### src/rtl/chacha_pkg.sv
// Shared definitions for the ChaCha stream-side logic.
// Holds block/word geometry, the default round count, the controller state
// encoding and a helper that selects one keystream word out of a block.
package chacha_pkg;

   localparam int unsigned CHACHA_BLOCK_W  = 512;
   localparam int unsigned CHACHA_WORD_W   = 32;
   localparam int unsigned WORDS_PER_BLOCK = 16;
   localparam int unsigned WIDX_W          = 4;
   localparam int unsigned KEY_W           = 256;
   localparam int unsigned NONCE_W         = 64;
   localparam logic [4:0]  ROUNDS_20       = 5'h14;

   localparam int unsigned STATE_W    = 3;
   localparam logic [2:0]  ST_IDLE    = 3'd0;
   localparam logic [2:0]  ST_INIT    = 3'd1;
   localparam logic [2:0]  ST_WAIT_KS = 3'd2;
   localparam logic [2:0]  ST_STREAM  = 3'd3;
   localparam logic [2:0]  ST_NEXT    = 3'd4;
   localparam logic [2:0]  ST_DRAIN   = 3'd5;

   // Word 0 of a block sits in the most significant 32 bits.
   function automatic logic [CHACHA_WORD_W-1:0] ks_word(
      input logic [WORDS_PER_BLOCK-1:0][CHACHA_WORD_W-1:0] blk,
      input logic [WIDX_W-1:0]                             idx
   );
      return blk[4'(WORDS_PER_BLOCK - 1) - idx];
   endfunction

endpackage

### src/rtl/chacha_xor_skid.sv
// Output register stage: XORs an accepted input word with the current
// keystream word and holds the result until downstream takes it.
// Ports:
//   clk, rst            clock, synchronous active-high reset
//   en                  input side may accept words (controller in STREAM)
//   in_valid/in_ready   input handshake; in_data/in_last payload
//   ks_word             keystream word for the word being accepted
//   in_fire             input handshake happens this cycle
//   out_valid/out_ready output handshake; out_data/out_last payload
module chacha_xor_skid
   import chacha_pkg::*;
(
   input  logic                     clk,
   input  logic                     rst,
   input  logic                     en,
   input  logic                     in_valid,
   output logic                     in_ready,
   input  logic [CHACHA_WORD_W-1:0] in_data,
   input  logic                     in_last,
   input  logic [CHACHA_WORD_W-1:0] ks_word,
   output logic                     in_fire,
   output logic                     out_valid,
   input  logic                     out_ready,
   output logic [CHACHA_WORD_W-1:0] out_data,
   output logic                     out_last
);

   logic                     out_valid_q;
   logic [CHACHA_WORD_W-1:0] out_data_q;
   logic                     out_last_q;

   // Accept when the register is empty or is being emptied this cycle.
   assign in_ready  = en && (!out_valid_q || out_ready);
   assign in_fire   = in_valid && in_ready;
   assign out_valid = out_valid_q;
   assign out_data  = out_data_q;
   assign out_last  = out_last_q;

   always_ff @(posedge clk) begin
      if (rst) begin
         out_valid_q <= 1'b0;
         out_data_q  <= '0;
         out_last_q  <= 1'b0;
      end else if (in_fire) begin
         out_valid_q <= 1'b1;
         out_data_q  <= in_data ^ ks_word;
         out_last_q  <= in_last;
      end else if (out_ready) begin
         out_valid_q <= 1'b0;
      end
   end

endmodule

### src/rtl/chacha_stream_xor.sv
// Stream-side controller for an external chacha_core. Drives the core's
// init/next handshake, captures each 512-bit keystream block and XORs it
// word by word onto a 32-bit valid/ready stream (encrypt == decrypt).
// Ports:
//   clk, rst                    clock, synchronous active-high reset
//   start, key, iv, ctr         begin a message; key/iv/ctr sampled on start
//   busy, done, block_count     message status
//   in_valid/in_ready/in_data/in_last       input word stream
//   out_valid/out_ready/out_data/out_last   output word stream
//   core_*                      connection to chacha_core
module chacha_stream_xor
   import chacha_pkg::*;
#(
   parameter logic [4:0] ROUNDS = ROUNDS_20,
   parameter logic       KEYLEN = 1'b1
) (
   input  logic                      clk,
   input  logic                      rst,
   input  logic                      start,
   input  logic [KEY_W-1:0]          key,
   input  logic [NONCE_W-1:0]        iv,
   input  logic [NONCE_W-1:0]        ctr,
   output logic                      busy,
   output logic                      done,
   output logic [31:0]               block_count,
   input  logic                      in_valid,
   output logic                      in_ready,
   input  logic [CHACHA_WORD_W-1:0]  in_data,
   input  logic                      in_last,
   output logic                      out_valid,
   input  logic                      out_ready,
   output logic [CHACHA_WORD_W-1:0]  out_data,
   output logic                      out_last,
   output logic                      core_init,
   output logic                      core_next,
   output logic [KEY_W-1:0]          core_key,
   output logic [NONCE_W-1:0]        core_iv,
   output logic [NONCE_W-1:0]        core_ctr,
   output logic                      core_keylen,
   output logic [4:0]                core_rounds,
   input  logic                      core_ready,
   input  logic [CHACHA_BLOCK_W-1:0] core_data_out,
   input  logic                      core_data_out_valid
);

   logic [STATE_W-1:0]                            state_q, state_d;
   logic [KEY_W-1:0]                              key_q, key_d;
   logic [NONCE_W-1:0]                            iv_q, iv_d;
   logic [NONCE_W-1:0]                            ctr_q, ctr_d;
   logic [WORDS_PER_BLOCK-1:0][CHACHA_WORD_W-1:0] ks_buf_q, ks_buf_d;
   logic [WIDX_W-1:0]                             widx_q, widx_d;
   logic [31:0]                                   block_count_q, block_count_d;
   logic                                          busy_q, busy_d;
   logic                                          done_q, done_d;
   logic                                          core_init_q, core_init_d;
   logic                                          core_next_q, core_next_d;

   logic                     stream_en;
   logic                     in_fire;
   logic [CHACHA_WORD_W-1:0] cur_ks;

   assign stream_en = (state_q == ST_STREAM);
   assign cur_ks    = ks_word(ks_buf_q, widx_q);

   chacha_xor_skid u_skid (
      .clk       (clk),
      .rst       (rst),
      .en        (stream_en),
      .in_valid  (in_valid),
      .in_ready  (in_ready),
      .in_data   (in_data),
      .in_last   (in_last),
      .ks_word   (cur_ks),
      .in_fire   (in_fire),
      .out_valid (out_valid),
      .out_ready (out_ready),
      .out_data  (out_data),
      .out_last  (out_last)
   );

   always_comb begin
      state_d       = state_q;
      key_d         = key_q;
      iv_d          = iv_q;
      ctr_d         = ctr_q;
      ks_buf_d      = ks_buf_q;
      widx_d        = widx_q;
      block_count_d = block_count_q;
      busy_d        = busy_q;
      done_d        = 1'b0;
      core_init_d   = 1'b0;
      core_next_d   = 1'b0;

      unique case (state_q)
         ST_IDLE: begin
            if (start) begin
               key_d         = key;
               iv_d          = iv;
               ctr_d         = ctr;
               block_count_d = '0;
               busy_d        = 1'b1;
               state_d       = ST_INIT;
            end
         end
         ST_INIT: begin
            if (core_ready) begin
               core_init_d = 1'b1;
               state_d     = ST_WAIT_KS;
            end
         end
         ST_NEXT: begin
            if (core_ready) begin
               core_next_d = 1'b1;
               state_d     = ST_WAIT_KS;
            end
         end
         ST_WAIT_KS: begin
            // While the init/next pulse is on the wire the core still shows
            // the previous block as valid; skip that cycle.
            if (core_data_out_valid && core_ready && !core_init_q && !core_next_q) begin
               ks_buf_d      = core_data_out;
               widx_d        = '0;
               block_count_d = block_count_q + 32'd1;
               state_d       = ST_STREAM;
            end
         end
         ST_STREAM: begin
            if (in_fire) begin
               widx_d = widx_q + 4'd1;
               if (in_last) begin
                  state_d = ST_DRAIN;
               end else if (widx_q == 4'(WORDS_PER_BLOCK - 1)) begin
                  state_d = ST_NEXT;
               end
            end
         end
         ST_DRAIN: begin
            // The output register holds only the final word here.
            if (out_valid && out_ready) begin
               done_d  = 1'b1;
               busy_d  = 1'b0;
               state_d = ST_IDLE;
            end
         end
         default: begin
            state_d = ST_IDLE;
         end
      endcase
   end

   always_ff @(posedge clk) begin
      if (rst) begin
         state_q       <= ST_IDLE;
         key_q         <= '0;
         iv_q          <= '0;
         ctr_q         <= '0;
         ks_buf_q      <= '0;
         widx_q        <= '0;
         block_count_q <= '0;
         busy_q        <= 1'b0;
         done_q        <= 1'b0;
         core_init_q   <= 1'b0;
         core_next_q   <= 1'b0;
      end else begin
         state_q       <= state_d;
         key_q         <= key_d;
         iv_q          <= iv_d;
         ctr_q         <= ctr_d;
         ks_buf_q      <= ks_buf_d;
         widx_q        <= widx_d;
         block_count_q <= block_count_d;
         busy_q        <= busy_d;
         done_q        <= done_d;
         core_init_q   <= core_init_d;
         core_next_q   <= core_next_d;
      end
   end

   assign busy        = busy_q;
   assign done        = done_q;
   assign block_count = block_count_q;
   assign core_init   = core_init_q;
   assign core_next   = core_next_q;
   assign core_key    = key_q;
   assign core_iv     = iv_q;
   assign core_ctr    = ctr_q;
   assign core_keylen = KEYLEN;
   assign core_rounds = ROUNDS;

endmodule

### config.mk
export PLATFORM = sky130hd
export DESIGN_NAME = chacha_stream_xor
export DESIGN_NICKNAME = d
export VERILOG_FILES = /design/src/rtl/chacha_pkg.sv /design/src/rtl/chacha_xor_skid.sv /design/src/rtl/chacha_stream_xor.sv
export SDC_FILE = /design/constraint.sdc
export NUM_CORES = 2
export LEC_CHECK = 0
export CAP_MARGIN = 30
export CORE_AREA = 2 2 539 541
export CTS_BUF_LIST = sky130_fd_sc_hd__clkbuf_2
export DETAILED_ROUTE_END_ITERATION = 12
export DIE_AREA = 0 0 541 543
export PLACE_DENSITY = 0.35
export SLEW_MARGIN = 20
export SYNTH_ARGS = -nofsm -noshare
export SYNTH_HDL_FRONTEND = slang
export SYNTH_SLANG_ARGS = --single-unit
### constraint.sdc
create_clock -name clk -period 2.1 [get_ports clk]
set_input_delay 0.21 -clock clk [delete_from_list [all_inputs] [get_ports clk]]
set_output_delay 0.21 -clock clk [all_outputs]
set_load 0.005 [all_outputs]
==> run metrics, run 1 <==
# rows 197; post-synthesis mux area share under 10%; simple-gate share of the synthesized area 19.61%; htree depth 5; Ports 1397; Compound-Gate Fraction of Synth Area between 10% and 20%; hold buffers post-CTS 2046; status stopped before the end; Synth cell types 57; Synth Area in XOR/XNOR 0.3443%; synthesized flop and latch total approximately 970; Halt Reason [ERROR RSZ-0060] Max buffer count reached.; YS warnings 0; Final HPWL DP 211100 µm; initial core utilization 13.28%; Die X 541 µm; number of synthesized flops with an enable pin 0; ys async rst share 0%; largest family of logic cells by synthesized area simple AND/OR/NAND/NOR gates; Die Y 543 µm; Failed at clock tree synthesis (4_1_cts); clock tree buffer depth 4; clock sinks around 970; top_reg_cell synth dfxtp_1; post-cts resize count 3049; clock root cell clkbuf_2; Final Wtd Congestion 0.8453; sequential area share after synthesis 51.05%; IO buf count 1390; Syn Area/Cell 8.361 µm²; Synth Instances 4564; post-CTS setup buffer count between 80 and 90; synthesized-area fraction occupied by adder cells less than 1%; DP Worst Slack -0.6264 ns; CTS Buf Count between 300 and 400; Post-Syn Area 38160 µm²
## synth_stat cells, types with 16 or more instances
cell type,n,area [µm²]
or3_1,16,100.1
nand2_1,1810,6794
a21oi_1,922,4614
a22o_1,31,271.5
o221ai_1,30,262.8
mux4_2,128,2883
dfxtp_1,973,19480
a221o_1,30,300.3
inv_1,37,138.9
nor2_1,26,97.59
mux2i_1,67,670.6
buf_2,127,635.6
buf_4,20,150.1
clkbuf_1,218,818.3
## metrics by stage
step | TNS [ns] | instances | area, µm² | utilization (%)
after detailed placement | -60.18 | 9648 | 58090 | 20.21
after global placement | -50.41 | 9648 | 58090 | 20.21
after floorplan | 0 | 4568 | 38170 | -
## cell families after synthesis
kind of cell,after synthesis
AO/OA/AOI/OAI,1048
XOR/XNOR,15
adder cells (fa/ha/maj),2
buffers and inverters,410
flip-flops,973
multiplexers,195
other,2
AND/OR/NAND/NOR,1919
==> run 2, diff against run 1 <==
--- a/config.mk
+++ b/config.mk
@@ -6,11 +6,10 @@
 export NUM_CORES = 2
 export LEC_CHECK = 0
 export CAP_MARGIN = 30
-export CORE_AREA = 2 2 539 541
-export CTS_BUF_LIST = sky130_fd_sc_hd__clkbuf_2
+export CORE_AREA = 2 2 545 547
 export DETAILED_ROUTE_END_ITERATION = 12
-export DIE_AREA = 0 0 541 543
-export PLACE_DENSITY = 0.35
+export DIE_AREA = 0 0 547 549
+export PLACE_DENSITY_LB_ADDON = 0.15
 export SLEW_MARGIN = 20
 export SYNTH_ARGS = -nofsm -noshare
 export SYNTH_HDL_FRONTEND = slang
==> run metrics, run 2 <==
area grow syn2layout 87.94%; WL met1 101000 µm; sequential share of power between 30% and 40%; initial antenna violation count 105; clock power share 37.9%; final period utilization 109.3%; Die Area 300300 µm²; Ports 1397 (unchanged); YS warnings 0 (unchanged); CP max-delay cell mux4_2; Final #Nets 7720; WP data required 2.79 ns; Die Y 549 µm (+1.1%); unrepaired setup endpoints after global routing true; critical path, cell by cell buf_12, buf_16, buf_16, mux4_2, mux2i_4, o221ai_2, a22o_1; CTS tree done; max reg flops 512; Post-synth top cells nand2_1, dfxtp_1, a21oi_1; Final Wtd Congestion 0.8290 (-1.9%); vias in the first global route between 40000 and 50000; global-route wire length before repair 343500 µm; Critical Path End Type flip-flop; most common cell after layout, fill and taps aside nand2_1; worst vdd ir approximately 0.00054 V; Crit Path Category flip-flop to flip-flop; ys async rst share 0% (unchanged); arrival time worst endpoint 2.98 ns; CP top delay family multiplexers; Slew @ Worst Pin 0.7773 ns; FMAX roughly 440 MHz; Hold WC Path Type primary input to flip-flop; most instantiated library cell after synthesis nand2_1; GRT Residual Overflow 0; Switching Fraction 31.35%; # DRC 0; Syn Area/Cell 8.361 µm² (unchanged); clock period minus worst slack 2.295 ns; top_reg_cell synth dfxtp_1; CP Launch Point widx_q[1]; FILL cells 32260; Sw Pwr 19.59 mW; Final HPWL DP 202000 µm (-4.3%); highest metal used met5; Worst-path clk slew 0.06 ns; flop2flop setup slack -0.19 ns; worst-path maximum fanout 8; synthesized flop and latch total 973 (unchanged); clk_lat worst skew 0.80 ns; Vias 41650; clock root cell clkbuf_16; area of the multi-input gates around 17000 µm²; post-placement cell count 9805 (+1.6%); wire per inst between 20 and 25 µm; met2 wire len 130200 µm; Slew HR 48.18%; P_leak approximately 25 nW; MaxCap Viol Count 0; largest net degree at the start of global routing 135; Initial DRC Count 2201; Reg area between 15000 and 20000 µm²; WP buf/inv 3; PwrDens 871.5 nW/µm²; worst setup slack after layout -0.1950 ns; CTS Buf Count 140 (-54%); fin cells 10850; IO buf count 1390 (unchanged); Worst Skew 0.03495 ns; largest area contributor in the netlist dfxtp_1; GRT Overall Usage between 10% and 20%; 1st-pass router iterations 5; Critical path destination u_skid.out_data[28]; number of synthesized flops with an enable pin 0 (unchanged); Reg2Reg Depth 7; crit start category flip-flop; Final Max Slew Viols 0; Comb pwr share a little over a quarter; htree depth 4 (-1); status finished, violations left; critical path depth 7; Synth Instances 4564 (unchanged); Post-Syn Area 38160 µm² (unchanged); Most flops, register ks_buf_q; commonest cells after routing, fill and taps aside nand2_1, clkdlybuf4s50_1, dfxtp_1, a21oi_1, dlygate4sd3_1; crit-path max cell delay 0.67 ns; Hold Vio Cnt, Final 0; vias per cell 3.839; failing checks setup timing; Int Power 42.91 mW; Reg-to-Reg Start widx_q[1]; reg-to-reg endpoint u_skid.out_data[28]; post-route ant nets 0; met3 wire length 17240 µm; final wirelength between 200000 and 300000 µm; setup violators final 32; fraction of layout cells with a size suffix above 1 11.14%; clock sinks 973 (unchanged); most used cell, CP buf_16; # rows 200 (+1.5%); sequential area share after synthesis 51.05% (unchanged); clock tree buffer depth 4 (unchanged); DP Worst Slack -0.6479 ns (-0.02156 ns); main area contributors after synthesis dfxtp_1, nand2_1, a21oi_1; Synth cell types 57 (unchanged); Yosys top cell area share 51.05% (unchanged); initial core utilization 12.93% (-0.34 points); Die X 547 µm (+1.1%); core box area 295000 µm²
-- run 2: worst min-delay path by stage --
stage | start | to | slack (ns) | cells after the start
final | core_data_out[367] | ks_buf_q[367] | 0.07 | 3
after global routing | core_data_out[423] | ks_buf_q[423] | 0.01 | 3
after CTS | core_data_out[470] | ks_buf_q[470] | 0.0007 | 3
after detailed placement | ks_buf_q[28] | ks_buf_q[28] | 0.44 | 2
after global placement | ks_buf_q[97] | ks_buf_q[97] | 0.44 | 2
after floorplan | core_data_out[0] | ks_buf_q[0] | 0.35 | 2
-- run 2: power by group through the flow --
stage | Clock [mW] | Combinational (mW) | Sequential [mW]
final | 23.7 | 17.0 | 21.8
after global routing | 25.4 | 18.4 | 22.0
after CTS | 24.7 | 17.0 | 21.8
after detailed placement | 0 | 15.7 | 22.2
after global placement | 0 | 15.7 | 22.1
after floorplan | 0 | 5.65 | 22.0
-- run 2: routing by layer --
metal | global-route usage, % | vias to the layer above
met2 | 29.73 | 1311
li1 | - | 19800
met1 | 18.46 | 20150
met5 | 0 | -
met3 | 4.407 | 364
met4 | 3.216 | 28
-- run 2: logic make-up after synthesis --
family | Yosys count | share of synthesized area, %
adders and majority gates | 2 | 0.06557
DFF | 973 | 51.05
buffers and inverters | 410 | 4.666
xor gates and xnor gates | 15 | 0.3443
AOI/OAI and AO/OA | 1048 | 14.94
muxes | 195 | 9.312
and+or+nand+nor | 1919 | 19.61
other | 2 | 0.01968
-- run 2: final cells by class --
class	instances	area share [%]
timing repair buffer	2445	35.01
sequential	973	27.19
multi-input combinational	3185	24.38
tap	3939	6.872
clock buffer	201	5.712
clock inverter	38	0.5321
inverter	37	0.1937
antenna	32	0.1117
-- run 2: per-stage QoR --
step / TNS [ns] / util, % / hold slack [ns] / total power, mW / cell area [µm²]
floorplan: 0 / - / 0.3460 / 27.68 / 38170
global placement: -52.63 / 19.81 / 0.4396 / 37.83 / 58460
detailed placement: -52.99 / 19.81 / 0.4431 / 37.89 / 58460
CTS: -5.671 / 24.17 / 0.0007134 / 63.58 / 71320
global route: -6.073 / 24.29 / 0.01327 / 65.86 / 71660
finish: -3.348 / 24.31 / 0.06884 / 62.50 / 71720
-- run 2: worst min-delay path: stages --
cell and delay [ns]:
clkdlybuf4s50_1 0.45, nand2_1 0.08, a21oi_1 0.05
-- run 2: what timing repair did --
item	4_1_cts	5_1_grt
pin swaps	31	31
gates cloned	8	5
hold endpoints to repair	759	0
hold buffers	726	0
setup endpoints to repair	116	117
gates resized for setup	213	50
setup buffers	34	12
(Power assumes the default switching activity.)
